<file path="src/rtl/pipeline_pkg.sv">
// Shared pipeline-control types: stall FSM encoding, register-zero constant and
// the PC / IF_ID / ID_EX control bundle driven by the hazard stall controller.
package pipeline_pkg;

  typedef enum logic {
    RUN  = 1'b0,
    HOLD = 1'b1
  } state_t;

  localparam logic [4:0] REG_ZERO = 5'd0;

  typedef struct packed {
    logic pc_write;
    logic if_id_write;
    logic if_id_flush;
    logic id_ex_flush;
  } ctrl_t;

  // Control bundles, ordered {pc_write, if_id_write, if_id_flush, id_ex_flush}
  localparam ctrl_t CTRL_NORMAL = 4'b1100;
  localparam ctrl_t CTRL_STALL  = 4'b0001;
  localparam ctrl_t CTRL_JUMP   = 4'b1110;
  localparam ctrl_t CTRL_BRANCH = 4'b1111;
  localparam ctrl_t CTRL_RESET  = 4'b0011;

  // Register $0 is hardwired, so a zero destination never creates a dependency
  function automatic logic reg_match(input logic [4:0] src, input logic [4:0] dest);
    return (dest != REG_ZERO) && (src == dest);
  endfunction

endpackage

</file>
<file path="src/rtl/hazard_detect.sv">
// Combinational hazard terms: load-use (lu), load-to-early-rs in EX (lb) and
// load-to-early-rs in MEM (mb), the cases ID-stage forwarding cannot cover.
import pipeline_pkg::*;

module hazard_detect (
  input  logic [4:0] ID_Rs,
  input  logic [4:0] ID_Rt,
  input  logic       ID_Use_Rs,
  input  logic       ID_Use_Rt,
  input  logic       ID_Early_Rs,
  input  logic       ID_EX_MemRead,
  input  logic [4:0] ID_EX_Write_Addr,
  input  logic       EX_MEM_MemRead,
  input  logic [4:0] EX_MEM_Write_Addr,
  output logic       lu,
  output logic       lb,
  output logic       mb
);

  logic rs_hits_ex;
  logic rt_hits_ex;
  logic rs_hits_mem;

  assign rs_hits_ex  = reg_match(ID_Rs, ID_EX_Write_Addr);
  assign rt_hits_ex  = reg_match(ID_Rt, ID_EX_Write_Addr);
  assign rs_hits_mem = reg_match(ID_Rs, EX_MEM_Write_Addr);

  assign lu = ID_EX_MemRead & ((ID_Use_Rs & rs_hits_ex) | (ID_Use_Rt & rt_hits_ex));
  assign lb = ID_EX_MemRead & ID_Early_Rs & rs_hits_ex;
  assign mb = EX_MEM_MemRead & ID_Early_Rs & rs_hits_mem;

endmodule

</file>
<file path="src/rtl/hazard_stall_controller.sv">
// Stall/flush sequencer for the 5-stage pipeline around load hazards, taken
// branches and jumps. Optional performance counters: HAZARD_PERF_CNT_EN.
import pipeline_pkg::*;

module hazard_stall_controller #(
  parameter int LD_BR_STALL = 2,
  parameter int PERF_W      = 32
) (
  input  logic       clk,
  input  logic       reset,
  input  logic [4:0] ID_Rs,
  input  logic [4:0] ID_Rt,
  input  logic       ID_Use_Rs,
  input  logic       ID_Use_Rt,
  input  logic       ID_Early_Rs,
  input  logic       ID_Jump,
  input  logic       ID_EX_MemRead,
  input  logic [4:0] ID_EX_Write_Addr,
  input  logic       EX_MEM_MemRead,
  input  logic [4:0] EX_MEM_Write_Addr,
  input  logic       EX_Branch_Taken,
  output logic       PC_Write,
  output logic       IF_ID_Write,
  output logic       IF_ID_Flush,
  output logic       ID_EX_Flush
`ifdef HAZARD_PERF_CNT_EN
  ,
  output logic [PERF_W-1:0] Stall_Cnt,
  output logic [PERF_W-1:0] Flush_Cnt
`endif
);

  if (LD_BR_STALL < 1 || LD_BR_STALL > 3 || PERF_W < 1) begin : g_bad_param
    $error("hazard_stall_controller: LD_BR_STALL must be 1..3 and PERF_W >= 1");
  end

  localparam logic [1:0] HOLD_LOAD = 2'(LD_BR_STALL - 1);

  state_t     state, state_next;
  logic [1:0] cnt, cnt_next;
  ctrl_t      ctrl;
  logic       lu, lb, mb;

  hazard_detect u_detect (
    .ID_Rs             (ID_Rs),
    .ID_Rt             (ID_Rt),
    .ID_Use_Rs         (ID_Use_Rs),
    .ID_Use_Rt         (ID_Use_Rt),
    .ID_Early_Rs       (ID_Early_Rs),
    .ID_EX_MemRead     (ID_EX_MemRead),
    .ID_EX_Write_Addr  (ID_EX_Write_Addr),
    .EX_MEM_MemRead    (EX_MEM_MemRead),
    .EX_MEM_Write_Addr (EX_MEM_Write_Addr),
    .lu                (lu),
    .lb                (lb),
    .mb                (mb)
  );

  always_ff @(posedge clk) begin
    if (!reset) begin
      state <= RUN;
      cnt   <= 2'd0;
    end else begin
      state <= state_next;
      cnt   <= cnt_next;
    end
  end

  // Priority: reset > taken branch > HOLD > new hazard > jump
  always_comb begin
    state_next = state;
    cnt_next   = cnt;
    ctrl       = CTRL_NORMAL;
    if (!reset) begin
      ctrl       = CTRL_RESET;
      state_next = RUN;
      cnt_next   = 2'd0;
    end else if (EX_Branch_Taken) begin
      ctrl       = CTRL_BRANCH;
      state_next = RUN;
      cnt_next   = 2'd0;
    end else if (state == HOLD) begin
      ctrl = CTRL_STALL;
      if (cnt <= 2'd1) begin
        state_next = RUN;
        cnt_next   = 2'd0;
      end else begin
        cnt_next = cnt - 2'd1;
      end
    end else if (lb && (LD_BR_STALL > 1)) begin
      ctrl       = CTRL_STALL;
      state_next = HOLD;
      cnt_next   = HOLD_LOAD;
    end else if (lu || lb || mb) begin
      ctrl = CTRL_STALL;
    end else if (ID_Jump) begin
      ctrl = CTRL_JUMP;
    end
  end

  assign PC_Write    = ctrl.pc_write;
  assign IF_ID_Write = ctrl.if_id_write;
  assign IF_ID_Flush = ctrl.if_id_flush;
  assign ID_EX_Flush = ctrl.id_ex_flush;

`ifdef HAZARD_PERF_CNT_EN
  // Saturating event counters; the reset cycle itself is never counted
  always_ff @(posedge clk) begin
    if (!reset) begin
      Stall_Cnt <= '0;
      Flush_Cnt <= '0;
    end else begin
      if (!ctrl.pc_write && (Stall_Cnt != '1)) Stall_Cnt <= Stall_Cnt + PERF_W'(1);
      if (ctrl.if_id_flush && (Flush_Cnt != '1)) Flush_Cnt <= Flush_Cnt + PERF_W'(1);
    end
  end
`endif

endmodule

</file>
<file path="config.mk">
export PLATFORM = sky130hd
export DESIGN_NAME = hazard_stall_controller
export DESIGN_NICKNAME = d
export VERILOG_FILES = /design/src/rtl/pipeline_pkg.sv /design/src/rtl/hazard_detect.sv /design/src/rtl/hazard_stall_controller.sv
export SDC_FILE = /design/constraint.sdc
export NUM_CORES = 1
export LEC_CHECK = 0
export ABC_AREA = 1
export CORE_MARGIN = 10
export CORE_UTILIZATION = 34
export DETAILED_ROUTE_END_ITERATION = 10
export GPL_TIMING_DRIVEN = 0
export PLACE_DENSITY = 0.8
export SETUP_SLACK_MARGIN = 0.5
export SLEW_MARGIN = 5
export SYNTH_ARGS = -nofsm -noshare
export SYNTH_HDL_FRONTEND = slang
export SYNTH_SLANG_ARGS = --single-unit
</file>
<file path="constraint.sdc">
create_clock -name clk -period 1.5 [get_ports clk]
set_clock_uncertainty 0.2 [all_clocks]
set_input_delay 0.15 -clock clk [delete_from_list [all_inputs] [get_ports clk]]
set_output_delay 0.15 -clock clk [all_outputs]
set_load 0.05 [all_outputs]
</file>
==> results of run 1 <==
-- metal layers --
layer	vias up	global-route usage	part of all wire
li1	355	-	-
met1	305	0.1037	0.40
met2	19	0.1810	0.54
met3	4	0.01089	0.044
met4	0	0.03691	0.015
met5	-	0	0
-- through the flow --
step | instances | cell area, sq um | utilization
after floorplan | 89 | 530.5 | -
after global placement | 136 | 869.6 | 0.6600
after detailed placement | 136 | 869.6 | 0.6600
after CTS | 144 | 908.4 | 0.6895
after global routing | 146 | 970.9 | 0.7369
final | 146 | 970.9 | 0.7369
-- area by class of cell --
class                      count  area, sq um  area share
timing repair buffer          38        335.3      0.3454
inverter                      18        67.56     0.06959
buffer                         1        11.26     0.01160
clock buffer                   4        26.28     0.02706
tap                           15        18.77     0.01933
sequential                     3        60.06     0.06186
multi-input combinational     67        451.7      0.4652
-- power by group through the flow --
stage	Clock [mW]	Sequential, mW	Combinational (mW)
floorplan	0	0.0817	0.104
global placement	0	0.0817	0.210
detailed placement	0	0.0817	0.214
CTS	0.147	0.0805	0.211
global route	0.148	0.0804	0.250
finish	0.140	0.0805	0.231
-- cells by family after synthesis --
group,count (synthesis),share of synthesized area
simple gates,50,0.4602
buf+inv,19,0.1542
compound gates,11,0.1543
xor+xnor,6,0.1080
flops,3,0.1234
-- worst max-delay path, stage by stage --
cell and delay, ns:
clkdlybuf4s15_1 0.20, inv_1 0.06, nand2_1 0.05, nand3_1 0.06, nor2_1 0.09, nand3_1 0.10, nor2_2 0.17, nor2_4 0.06
nand2_2 0.08, a21oi_4 0.06, buf_6 0.11, buf_8 0.14
-- placed cells by master (no fill, tap or decap), drive strengths merged, types with 2 or more instances in the layout --
cell type      synthesis  layout
a21oi                  3       3
buf                    1      23
clkbuf                 0       4
clkdlybuf4s15          0       4
clkdlybuf4s50          0       2
dfxtp                  3       3
dlygate4sd2            0       8
dlymetal6s2s           0       2
inv                   18      18
nand2                 28      28
nand3                  9       9
nor2                  13      13
o21ai                  6       6
xnor2                  5       5
-- state kept, by name (all words and copies together) (netlist names) --
signal,flops
cnt,2
state,1
-- repair_timing --
action,CTS,global route
pin swaps,25,6
setup buffers,4,2
endpoints found under the hold margin,0,0
endpoints found under the setup margin,7,7
hold buffers,0,0
gates resized for setup,111,10
-- worst paths after layout --
kind,start,to,cells past startpoint
min,EX_Branch_Taken,cnt[0],5
max,EX_MEM_Write_Addr[1],PC_Write,12
min reg2reg,cnt[1],cnt[1],2
max reg2reg,state,cnt[0],5
==> run metrics, run 1 <==
status=complete, but fails checks; failing checks=setup timing; Die Y=57.84 um; Yosys top cell area share=0.2005; CTS max path bufs=2; switching share of power=0.3489; global route overflow=0; leading area contributor after synthesis=nand2_1; core area=1318 sq um; Tmin final=1.685 ns; P per Cell Area=464.9 nW/um^2; routed vias/inst=4.678; Max Cap Viol=0; Clock power frac=0.310; Min-Delay Path Class=input pin to flip-flop; # fillers=119; Tot GR Track Use=0.09555; Seq/Total Area, Yosys=0.1234; Design Power=451.4 uW; first-pass GRT wire length=2732 um; area delta synth->final=99.49%; DPL Wire Length=1402 um; Distinct cells, synth=20; number of placement rows=13; first-pass iteration count of the detailed router=4; CTS clk-pin slew, worst paths=roughly 0.040 ns; Syn Inst Count=89; worst-path maximum fanout=3; worst skew pair latency=0.23 ns; vias after detailed routing=683; Starting Density=0.3694; Syn Nets=118; combinational share of power=0.512; top post-synthesis cells by area=nand2_1, inv_1, dfxtp_1, xnor2_1, nor2_1; vias in the first global route=678; Final Hold Fails=0; Int Pwr=293.9 uW; Post-synth EDFFs=0; top cells by count, synth=nand2_1, inv_1, nor2_1; Crit path arrival time=approximately 1.3 ns; Total Wirelength=1845 um; Hold Slack=between 0.2 and 0.25 ns; unrepaired setup endpoints after global routing=true; initial antenna violation count=0; share of flip-flops with an asynchronous set or reset=0; leakage power=roughly 0.5 nW; post-route ant nets=0; final setup violation count=4; Net Switching=157.5 uW; H-tree Lvls=1; post-synthesis cell area=between 400 and 500 sq um; FF-to-FF setup slack=0.38 ns; Flop pwr share=0.178; Detailed Route Iter0 Violations=5; fraction of layout cells with a size suffix above 1=0.4504; Worst setup SP type=input pin; PnR worst setup slack=-0.1845 ns; CTS sink cnt=3; Max-slew headroom=0.8937; GP Congestion=between 0.7 and 0.8; slew of the pin with the lowest slew margin=between 0.15 and 0.2 ns; DIE AREA=3345 sq um; worst IR drop on VDD=0.4204 mV; CP endpoint kind=primary output; I/O pin cnt=33; largest net degree at the start of global routing=6; Antenna diodes=0; count leader, synth=nand2_1; fin crit share=1.123; root buffer cell=clkbuf_4; Max Slew Vio Count=0; CTS tree=yes; setup TNS=-0.4864 ns; Main synth FF type=dfxtp_1; Routed WL per cell=12.64 um; Synthesis Warnings=0; Port Buffers=32; FMAX=593.6 MHz; Layout Nets=161; CP required=about 1.2 ns; Setup WS pre-CTS=-1.299 ns; post-synthesis register bit count=3; Mapped Avg Cell Area=5.469 sq um; DRC Markers=0; critical path type=input pin to primary output; Num CTS Buffers=3; DIE WIDTH=approximately 58 um
No activity file was read; power rests on OpenSTA's default activity.
==> run 2, diff against run 1 <==
--- a/config.mk
+++ b/config.mk
@@ -9,10 +9,10 @@
 export CORE_MARGIN = 10
 export CORE_UTILIZATION = 34
 export DETAILED_ROUTE_END_ITERATION = 10
-export GPL_TIMING_DRIVEN = 0
 export PLACE_DENSITY = 0.8
 export SETUP_SLACK_MARGIN = 0.5
 export SLEW_MARGIN = 5
 export SYNTH_ARGS = -nofsm -noshare
 export SYNTH_HDL_FRONTEND = slang
 export SYNTH_SLANG_ARGS = --single-unit
+export TNS_END_PERCENT = 100
==> run 2 against run 1 <==
  * The flow still finishes with violations (setup timing)
  * Wire length shrank 2.2%
  * Global-route usage decreased by 0.37 points
  * Final area is 10% higher
  * Largest power group unchanged
  * Highest routed layer unchanged
==> run metrics, run 2 (same netlist as run 1, synthesis figures left out) <==
status=complete, but fails checks; failing checks=setup timing; CP endpoint kind=primary output; Reg with most FFs=cnt; P per Cell Area=444.8 nW/um^2; FF-to-FF setup slack=roughly 0.32 ns; Reg2Reg Depth=6; Crit path arrival time=1.33 ns; Routed WL per cell=12.11 um; switching share of power=0.3390; DIE WIDTH=between 50 and 60 um; DPL Wire Length=1327 um; Starting Density=0.3694; Hold Slack=0.2733 ns; CTS sink cnt=3; Tmin final=1.683 ns; max FFs per register=2; biggest regs=cnt: 2 flops, state: 1 flops; CP required=1.15 ns; Detailed Route Iter0 Violations=17; root buffer cell=clkbuf_4; global route overflow=0; FMAX=about 600 MHz; fraction of layout cells with a size suffix above 1=0.5299; DIE AREA=3345 sq um; I/O pin cnt=33; Crit path buffers/inverters=4; Worst R2R End=cnt[0]; Min-Delay Path Class=flip-flop to flip-flop; Total Wirelength=around 1800 um; Flop pwr share=0.170; CP endpoint=IF_ID_Write; final setup violation count=4; initial antenna violation count=0; Antenna diodes=0; first-pass GRT wire length=2684 um; CP top delay family=buffers and inverters; Setup WS pre-CTS=-0.5868 ns; Layout Nets=approximately 160; DRC Markers=0; vias in the first global route=689; critical path type=input pin to primary output; sequential cell area=60.06 sq um; r2r startpoint=state; Final Hold Fails=0; Tot GR Track Use=0.09182; Net Switching=between 150 and 200 uW; routed vias/inst=4.805; worst IR drop on VDD=0.4198 mV; most common cell after layout, fill and taps aside=nand2_1; WP depth=11; fin crit share=1.122; CTS tree=yes; largest net degree at the start of global routing=5; leakage power=0.5404 nW; Clock power frac=0.283; PnR worst setup slack=-0.1828 ns; Crit. Startpoint=ID_EX_Write_Addr[0]; worst-path maximum fanout=3; GP Congestion=~0.74; first-pass iteration count of the detailed router=4; unrepaired setup endpoints after global routing=true; Die Y=57.84 um; Worst setup SP type=input pin; crit path cell chain=buf_4 > inv_2 > nand2_2 > o21ai_2 > inv_2 > nand3_4 > nand2_4 > nor2_4 > nand2_2 > a21oi_4 > buf_12; CTS max path bufs=2; setup TNS=-0.5236 ns; worst skew pair latency=0.22 ns; area delta synth->final=119.5%; core area=1318 sq um; H-tree Lvls=1; Port Buffers=32; combinational share of power=0.548; commonest cells after routing, fill and taps aside=nand2_1, inv_1; # fillers=between 90 and 100; vias after detailed routing=approximately 700; CP peak stage delay=roughly 0.22 ns; Max Cap Viol=0; Critical-path top delay cell=a21oi_4; Max Slew Vio Count=0; multi-input logic area=around 500 sq um; number of placement rows=13; CTS clk-pin slew, worst paths=about 0.03 ns; Int Pwr=314.2 uW; Max-slew headroom=0.8480; slew of the pin with the lowest slew margin=0.2271 ns; post-route ant nets=0; Num CTS Buffers=3
==> run 2: changes by cell type in the layout (fill, tap and decap cells not counted), sizes merged <==
cell / before / now
clkbuf: 4 / 11
clkdlybuf4s15: 4 / 3
dlymetal6s2s: 2 / 0
buf: 23 / 24
clkdlybuf4s50: 2 / 4
dlygate4sd2: 8 / 4
==> run 2: per-layer routing <==
layer,GRT usage,up-vias,share of wire
li1,-,363,-
met3,0.01525,2,0.076
met4,0.03020,0,0.0022
met1,0.1029,322,0.40
met2,0.1687,29,0.52
met5,0,-,0
==> run 2: tightest hold or removal path, delay by kind of cell (launching register included) <==
kind	cells	cell delay, ns
flops	1	0.30
simple gates	1	0.08
compound gates	1	0.05
==> run 2: through the flow <==
stage / utilization / std cells / instance area, sq um / power (mW)
finish: 0.8110 / 149 / 1069 / 0.4753
floorplan: - / 89 / 530.5 / 0.1862
global placement: 0.7104 / 140 / 935.9 / 0.3116
global route: 0.8110 / 149 / 1069 / 0.5048
detailed placement: 0.7104 / 140 / 935.9 / 0.3141
CTS: 0.7531 / 147 / 992.2 / 0.4524
==> run 2: repair_timing <==
action                                  CTS  global route
setup buffers                             3             2
pin swaps                                27            29
hold buffers                              0             0
endpoints found under the setup margin    7             7
gates resized for setup                  84            36
==> run 2: worst min-delay path by stage <==
stage,startpoint,to,slack [ns],cells past startpoint
6_report,cnt[0],cnt[0],0.27,2
3_3_place_gp,cnt[1],cnt[1],0.24,2
5_1_grt,cnt[0],cnt[0],0.28,2
2_1_floorplan,EX_Branch_Taken,state,0.17,3
4_1_cts,cnt[1],cnt[1],0.26,2
3_5_place_dp,cnt[1],cnt[1],0.26,2
==> run 2: cell type report <==
cell class | instances | area share
inverter | 18 | 0.06557
tap | 15 | 0.01756
clock buffer | 4 | 0.02459
multi-input combinational | 67 | 0.4614
sequential | 3 | 0.05621
timing repair buffer | 42 | 0.3747
==> run 2: power groups by stage <==
stage          logic (mW)  clock network (mW)  registers, mW
2_1_floorplan       0.104                   0         0.0817
3_3_place_gp        0.230                   0         0.0817
3_5_place_dp        0.232                   0         0.0818
4_1_cts             0.234               0.137         0.0806
5_1_grt             0.279               0.145         0.0805
6_report            0.260               0.134         0.0806
==> run 3, diff against run 2 <==
--- a/config.mk
+++ b/config.mk
@@ -6,6 +6,7 @@
 export NUM_CORES = 1
 export LEC_CHECK = 0
 export ABC_AREA = 1
+export CAP_MARGIN = 20
 export CORE_MARGIN = 10
 export CORE_UTILIZATION = 34
 export DETAILED_ROUTE_END_ITERATION = 10
==> results of run 3 <==
Final layout, timing and power as in run 2 (identical DEF).
